--- src/rtl/ysyx_25020037_lsu_resp.sv ---
// Load/store stage: accepts ops from execute, performs AXI4-Lite-style data
// accesses, aligns/extends load data and presents a registered result to write-back.
module ysyx_25020037_lsu_resp #(
    parameter int unsigned PASS_WD = 64,
    parameter int unsigned ADDR_WD = 32
) (
    input  logic               clk,
    input  logic               rst,

    input  logic               exu_valid,
    output logic               lsu_ready,
    input  logic               in_is_load,
    input  logic               in_is_store,
    input  logic [1:0]         in_size,
    input  logic               in_unsigned,
    input  logic [ADDR_WD-1:0] in_addr,
    input  logic [31:0]        in_wdata,
    input  logic [PASS_WD-1:0] in_pass,
    output logic [31:0]        rdata_processed,

    output logic               lsu_valid,
    input  logic               wbu_ready,
    output logic [31:0]        out_result,
    output logic [PASS_WD-1:0] out_pass,
    output logic               lsu_err,

    output logic [ADDR_WD-1:0] araddr,
    output logic               arvalid,
    input  logic               arready,
    input  logic [31:0]        rdata,
    input  logic [1:0]         rresp,
    input  logic               rvalid,
    output logic               rready,

    output logic [ADDR_WD-1:0] awaddr,
    output logic               awvalid,
    input  logic               awready,
    output logic [31:0]        wdata,
    output logic [3:0]         wstrb,
    output logic               wvalid,
    input  logic               wready,
    input  logic [1:0]         bresp,
    input  logic               bvalid,
    output logic               bready
);

    typedef enum logic [2:0] {
        IDLE  = 3'd0,
        RADDR = 3'd1,
        RDATA = 3'd2,
        WREQ  = 3'd3,
        WRESP = 3'd4,
        HOLD  = 3'd5
    } state_t;

    state_t      state;
    logic [1:0]  addr_q;
    logic [1:0]  size_q;
    logic        uns_q;

    logic        accept;
    logic        misaligned;
    logic [3:0]  st_strb;
    logic [31:0] st_data;
    logic [7:0]  ld_byte;
    logic [15:0] ld_half;
    logic [31:0] load_val;
    logic        aw_done;
    logic        w_done;

    assign lsu_ready = (state == IDLE) && (!lsu_valid || wbu_ready);
    assign accept    = exu_valid && lsu_ready;

    // Size 3 is treated as a word access throughout.
    assign misaligned = ((in_size == 2'd1) && in_addr[0]) ||
                        (in_size[1] && (in_addr[1:0] != 2'b00));

    always_comb begin
        st_strb = 4'b1111;
        st_data = in_wdata;
        case (in_size)
            2'd0: begin
                st_strb = 4'(4'b0001 << in_addr[1:0]);
                st_data = {4{in_wdata[7:0]}};
            end
            2'd1: begin
                st_strb = 4'(4'b0011 << {in_addr[1], 1'b0});
                st_data = {2{in_wdata[15:0]}};
            end
            default: ;
        endcase
    end

    // Lane select uses the original address so misaligned halves still pick a lane.
    always_comb begin
        ld_byte  = rdata[{addr_q, 3'b000} +: 8];
        ld_half  = rdata[{addr_q[1], 4'b0000} +: 16];
        load_val = rdata;
        case (size_q)
            2'd0: load_val = uns_q ? {24'b0, ld_byte} : {{24{ld_byte[7]}}, ld_byte};
            2'd1: load_val = uns_q ? {16'b0, ld_half} : {{16{ld_half[15]}}, ld_half};
            default: ;
        endcase
    end

    assign aw_done = !awvalid || awready;
    assign w_done  = !wvalid || wready;

    always_ff @(posedge clk) begin
        if (rst) begin
            state           <= IDLE;
            addr_q          <= 2'b00;
            size_q          <= 2'b00;
            uns_q           <= 1'b0;
            lsu_valid       <= 1'b0;
            lsu_err         <= 1'b0;
            out_result      <= 32'b0;
            out_pass        <= '0;
            rdata_processed <= 32'b0;
            araddr          <= '0;
            arvalid         <= 1'b0;
            rready          <= 1'b0;
            awaddr          <= '0;
            awvalid         <= 1'b0;
            wdata           <= 32'b0;
            wstrb           <= 4'b0;
            wvalid          <= 1'b0;
            bready          <= 1'b0;
        end else begin
            lsu_err <= 1'b0;
            case (state)
                IDLE: begin
                    if (accept) begin
                        addr_q    <= in_addr[1:0];
                        size_q    <= in_size;
                        uns_q     <= in_unsigned;
                        out_pass  <= in_pass;
                        lsu_valid <= 1'b0;
                        if (in_is_load) begin
                            lsu_err <= misaligned;
                            araddr  <= {in_addr[ADDR_WD-1:2], 2'b00};
                            arvalid <= 1'b1;
                            state   <= RADDR;
                        end else if (in_is_store) begin
                            lsu_err <= misaligned;
                            awaddr  <= {in_addr[ADDR_WD-1:2], 2'b00};
                            wdata   <= st_data;
                            wstrb   <= st_strb;
                            awvalid <= 1'b1;
                            wvalid  <= 1'b1;
                            state   <= WREQ;
                        end else begin
                            lsu_valid  <= 1'b1;
                            out_result <= 32'(in_addr);
                        end
                    end else if (lsu_valid) begin
                        if (wbu_ready) begin
                            lsu_valid <= 1'b0;
                        end else begin
                            state <= HOLD;
                        end
                    end
                end
                RADDR: begin
                    if (arready) begin
                        arvalid <= 1'b0;
                        rready  <= 1'b1;
                        state   <= RDATA;
                    end
                end
                RDATA: begin
                    if (rvalid) begin
                        rready          <= 1'b0;
                        rdata_processed <= load_val;
                        out_result      <= load_val;
                        lsu_valid       <= 1'b1;
                        lsu_err         <= (rresp != 2'b00);
                        state           <= IDLE;
                    end
                end
                WREQ: begin
                    if (awready) awvalid <= 1'b0;
                    if (wready)  wvalid  <= 1'b0;
                    if (aw_done && w_done) begin
                        bready <= 1'b1;
                        state  <= WRESP;
                    end
                end
                WRESP: begin
                    if (bvalid) begin
                        bready     <= 1'b0;
                        out_result <= 32'b0;
                        lsu_valid  <= 1'b1;
                        lsu_err    <= (bresp != 2'b00);
                        state      <= IDLE;
                    end
                end
                HOLD: begin
                    if (wbu_ready) begin
                        lsu_valid <= 1'b0;
                        state     <= IDLE;
                    end
                end
                default: state <= IDLE;
            endcase
        end
    end

endmodule

--- config.mk ---
export PLATFORM = sky130hd
export DESIGN_NAME = ysyx_25020037_lsu_resp
export DESIGN_NICKNAME = d
export VERILOG_FILES = /design/src/rtl/ysyx_25020037_lsu_resp.sv
export SDC_FILE = /design/constraint.sdc
export NUM_CORES = 1
export LEC_CHECK = 0
export CORE_MARGIN = 8
export CORE_UTILIZATION = 43
export DETAILED_ROUTE_END_ITERATION = 12
export PLACE_DENSITY = 0.81
export SETUP_SLACK_MARGIN = 0.1
export SLEW_MARGIN = 20
export SYNTH_ARGS = -nofsm -noshare
export SYNTH_HDL_FRONTEND = slang
export SYNTH_SLANG_ARGS = --single-unit
--- constraint.sdc ---
create_clock -name clk -period 2.11 [get_ports clk]
set_input_delay 0.422 -clock clk [delete_from_list [all_inputs] [get_ports clk]]
set_output_delay 0.422 -clock clk [all_outputs]
set_load 0.03 [all_outputs]
==> results by group <==
Clock network
  – # hold bufs at CTS: 0
  – Cts bufs inserted: 27
  – Clock Path Buffers: 3
  – Worst-path clk slew: 0.06 ns
  – # H-tree levels: 1
  – Clock root cell: clkbuf_16
  – Clock sink total: 239
  – Latest clock arrival within the worst-skew pair: 0.52 ns
  – CTS tree: built

Worst setup path
  – Critical path, cell by cell: nor3_4 -> buf_6 -> and2_1 -> buf_4
  – Startpoint types: flip-flop
  – CP required: 1.69 ns
  – Arrival time worst endpoint: 1.58 ns
  – Critical path type: reg -> out
  – CP max stage cell: dfxtp_4
  – Setup crit end kind: output pin
  – Largest stage delay on the critical path: 0.39 ns
  – Max FO, Critical Path: 10

Die
  – Chip height: 165.6 um
  – Core ar.: 21890 um2
  – Starting Density: 43.97%
  – Die area: 27430 um2
  – Num rows: 54
  – Die W: 165.6 um
  – Ports: 414

Synthesis
  – Area of the mapped netlist: 9625 um2
  – Async set or reset register ratio after synthesis: 0%
  – Post-Synth Simple-Gate Area: 21.90%
  – Seq/Total Area, Yosys: 49.71%
  – Ys Warns: 0
  – Post-Synth Adder-Cell Area: 0%
  – Number of synthesized flops with an enable pin: 0
  – Post-synthesis compound-gate area fraction: 20.20%
  – Top_reg_cell synth: dfxtp_1
  – Mux contribution to synthesized area: 3.029%
  – Seq cells post-synth: 239
  – Top cell type's share of synthesized area: 49.71%
  – Top area cells in the synthesized netlist: dfxtp_1, nand2_1, a21oi_1
  – Synth cell types: 49
  – Main combinational cell family by area after synthesis: simple AND/OR/NAND/NOR gates
  – Synth Area in XOR/XNOR: 0%
  – Post-Synthesis Cells: 1203
  – Area leader, netlist: dfxtp_1
  – Avg Inst Size Synth: 8.001 um2

Global route
  – GR Util All Layers: 26.55%
  – Met2 track demand over resource: 44.96%
  – Met1 Track Usage GR: 30.97%
  – Largest net degree at the start of global routing: 75
  – Gr busiest metal: met2
  – Initial antenna violation count: 0
  – First-pass GRT wire length: 59.49 mm
  – Vias in the first global route: 10.22k
  – GRT Residual Overflow: 0
  – M3 GR Usage: 8.187%

Power and ir drop
  – Sequential Power Share: 31.3%
  – Sw Ratio: 39.67%
  – Logic pwr share: 45.1%
  – Power, Total: 19.29 mW
  – Peak supply drop: 790.3 uV
  – Net switching power: 7.653 mW
  – Clock power share: 23.6%
  – Pint: 11.64 mW
  – Leak Pwr: 6.797 nW
  – P per Cell Area: 1252 nW/um2

STA
  – Max_slew headroom: 56.05%
  – RSZ-0062 raised after global routing: yes
  – Fmax: 0.4990 GHz
  – Setup TNS: 0 ns
  – Final WS setup: 0.1058 ns
  – Period minus WS final: 2.004 ns
  – # setup viols final: 0
  – Fin. Hold Viols: 0
  – Slew at the pin with the worst max-slew slack: 0.6592 ns
  – Fin. max-slew vios: 0
  – Clk_skew: 0.01291 ns
  – Fin crit share: 94.99%

Drt
  – Drt total wl: 38.96 mm
  – Vias per std cell: 5.437
  – Via count: 10.43k
  – ANT nets after route: 0
  – Initial drt markers: 870
  – Pre-antenna DRT Iters: 6
  – Routed wire per std cell: 20.30 um
  – # DRC: 0

Job
  – Max-Cap Viols: 0

Worst hold path
  – Hold/Removal Path Class: in -> reg

Finish
  – Layout cells sized above 1: 8.725%
  – Area grow syn2layout: 60.05%
  – # diodes: 0
  – Layout Utilization: 70.38%
  – # nets final: 1800

Place
  – Placer Congestion: 0.8907
  – IO Port Bufs: 409
  – Detailed placer's ending HPWL: 28.82 mm
  – Post-place setup slack: -0.2749 ns

Run status
  – Status: finished clean
## power groups by stage
| stage | Combinational, mW | Clock [mW] | Sequential, mW |
|---|---|---|---|
| global route | 9.27 | 4.79 | 6.15 |
| global placement | 8.56 | 0 | 6.10 |
| detailed placement | 8.69 | 0 | 6.13 |
| floorplan | 3.18 | 0 | 7.75 |
| finish | 8.70 | 4.56 | 6.04 |
| CTS | 8.61 | 4.62 | 6.04 |
## routing by layer
metal  vias up  part of all wire (%)
li1       4934                     -
met1      4873                    39
met2       545                    48
met3        81                   9.1
met4         0                   3.9
met5         -                     0
## worst max-delay path: cells and delay by family, from the launching register on
family / cells / cell delay, ns
buf+inv: 2 / 0.31
flops: 1 / 0.39
simple gates: 2 / 0.35
## sequential cells by signal (all words and copies together) (netlist names)
name             cells
lsu_valid            1
uns_q                1
wstrb                4
awvalid              1
arvalid              1
wvalid               1
rready               1
rdata_processed     32
state                3
wdata               32
out_result          32
araddr              30
awaddr              30
lsu_err              1
bready               1
out_pass            64
addr_q               2
size_q               2
## layout by cell type (no fill, tap or decap), types with 3 or more instances in the layout
cell	instances
nand3_1	5
a2bb2oi_1	7
clkdlybuf4s50_1	301
buf_6	5
dlygate4sd2_1	44
a22oi_1	16
nand2b_1	5
buf_12	16
o21ai_0	17
nor2b_1	9
buf_4	61
a221o_1	8
nor2_1	85
nor3b_1	7
a311oi_1	11
o22ai_1	4
clkbuf_1	7
dlymetal6s2s_1	62
conb_1	4
clkbuf_8	7
o211ai_1	9
a31oi_1	3
a221oi_1	16
inv_1	5
and2_1	3
mux2_2	7
a21oi_1	168
clkbuf_16	27
dfxtp_1	236
a211oi_1	43
mux2i_1	19
nand2_1	363
nor3_1	20
## final cells by class
cell class | instances | area (um2)
well taps | 280 | 350.3
multi-input cells | 858 | 4373
fillers | 1669 | 6485
repair buffers | 489 | 5009
inverters | 7 | 26.28
clock buffers | 41 | 798.3
flip-flops and latches | 239 | 4791
clock inverters | 5 | 58.81
## synth_stat cells, drive strengths merged (5+ instances only)
| cell type | number |
|---|---|
| nand2b | 5 |
| dfxtp | 239 |
| nor3b | 8 |
| a211oi | 43 |
| a21oi | 169 |
| a22oi | 16 |
| a2bb2oi | 7 |
| o211ai | 9 |
| buf | 42 |
| a311oi | 11 |
| nor2b | 9 |
| a221o | 8 |
| nand3 | 6 |
| nor2 | 86 |
| nand2 | 364 |
| o21ai | 19 |
| mux2i | 19 |
| mux2 | 7 |
| clkbuf | 60 |
| inv | 5 |
| a221oi | 17 |
| nor3 | 21 |
## final timing paths
check / start / slack [ns] / cells after the start / endpoint
worst max-delay path: state[2]$_SDFFE_PP0P_ / 0.11 / 4 / lsu_ready
worst min-delay path: rst / 0.34 / 2 / out_pass[6]$_SDFFE_PP0P_
worst max register to register: state[2]$_SDFFE_PP0P_ / 0.16 / 8 / awaddr[30]$_SDFFE_PP0P_
worst min register to register: out_pass[44]$_SDFFE_PP0P_ / 0.45 / 2 / out_pass[44]$_SDFFE_PP0P_
## cell families after synthesis
| family | Yosys count |
|---|---|
| AO/OA/AOI/OAI | 312 |
| other | 1 |
| multiplexers | 27 |
| buffers and inverters | 109 |
| flip-flops | 239 |
| AND/OR/NAND/NOR | 515 |
## metrics by stage
stage          std cells  hold slack, ns  area, um2
2_1_floorplan       1206          0.4501       9637
3_3_place_gp        1869          0.4403      14390
3_5_place_dp        1869          0.4453      14390
4_1_cts             1915          0.3600      15200
5_1_grt             1919          0.3881      15410
6_report            1919          0.3416      15410
## what timing repair did
item / CTS / global route
resized for setup: 46 / 71
pin swaps: 0 / 1
endpoints found under the setup margin: 49 / 76
buffers inserted: 0 / 4
Note: power is estimated with default switching activity, not from simulation.
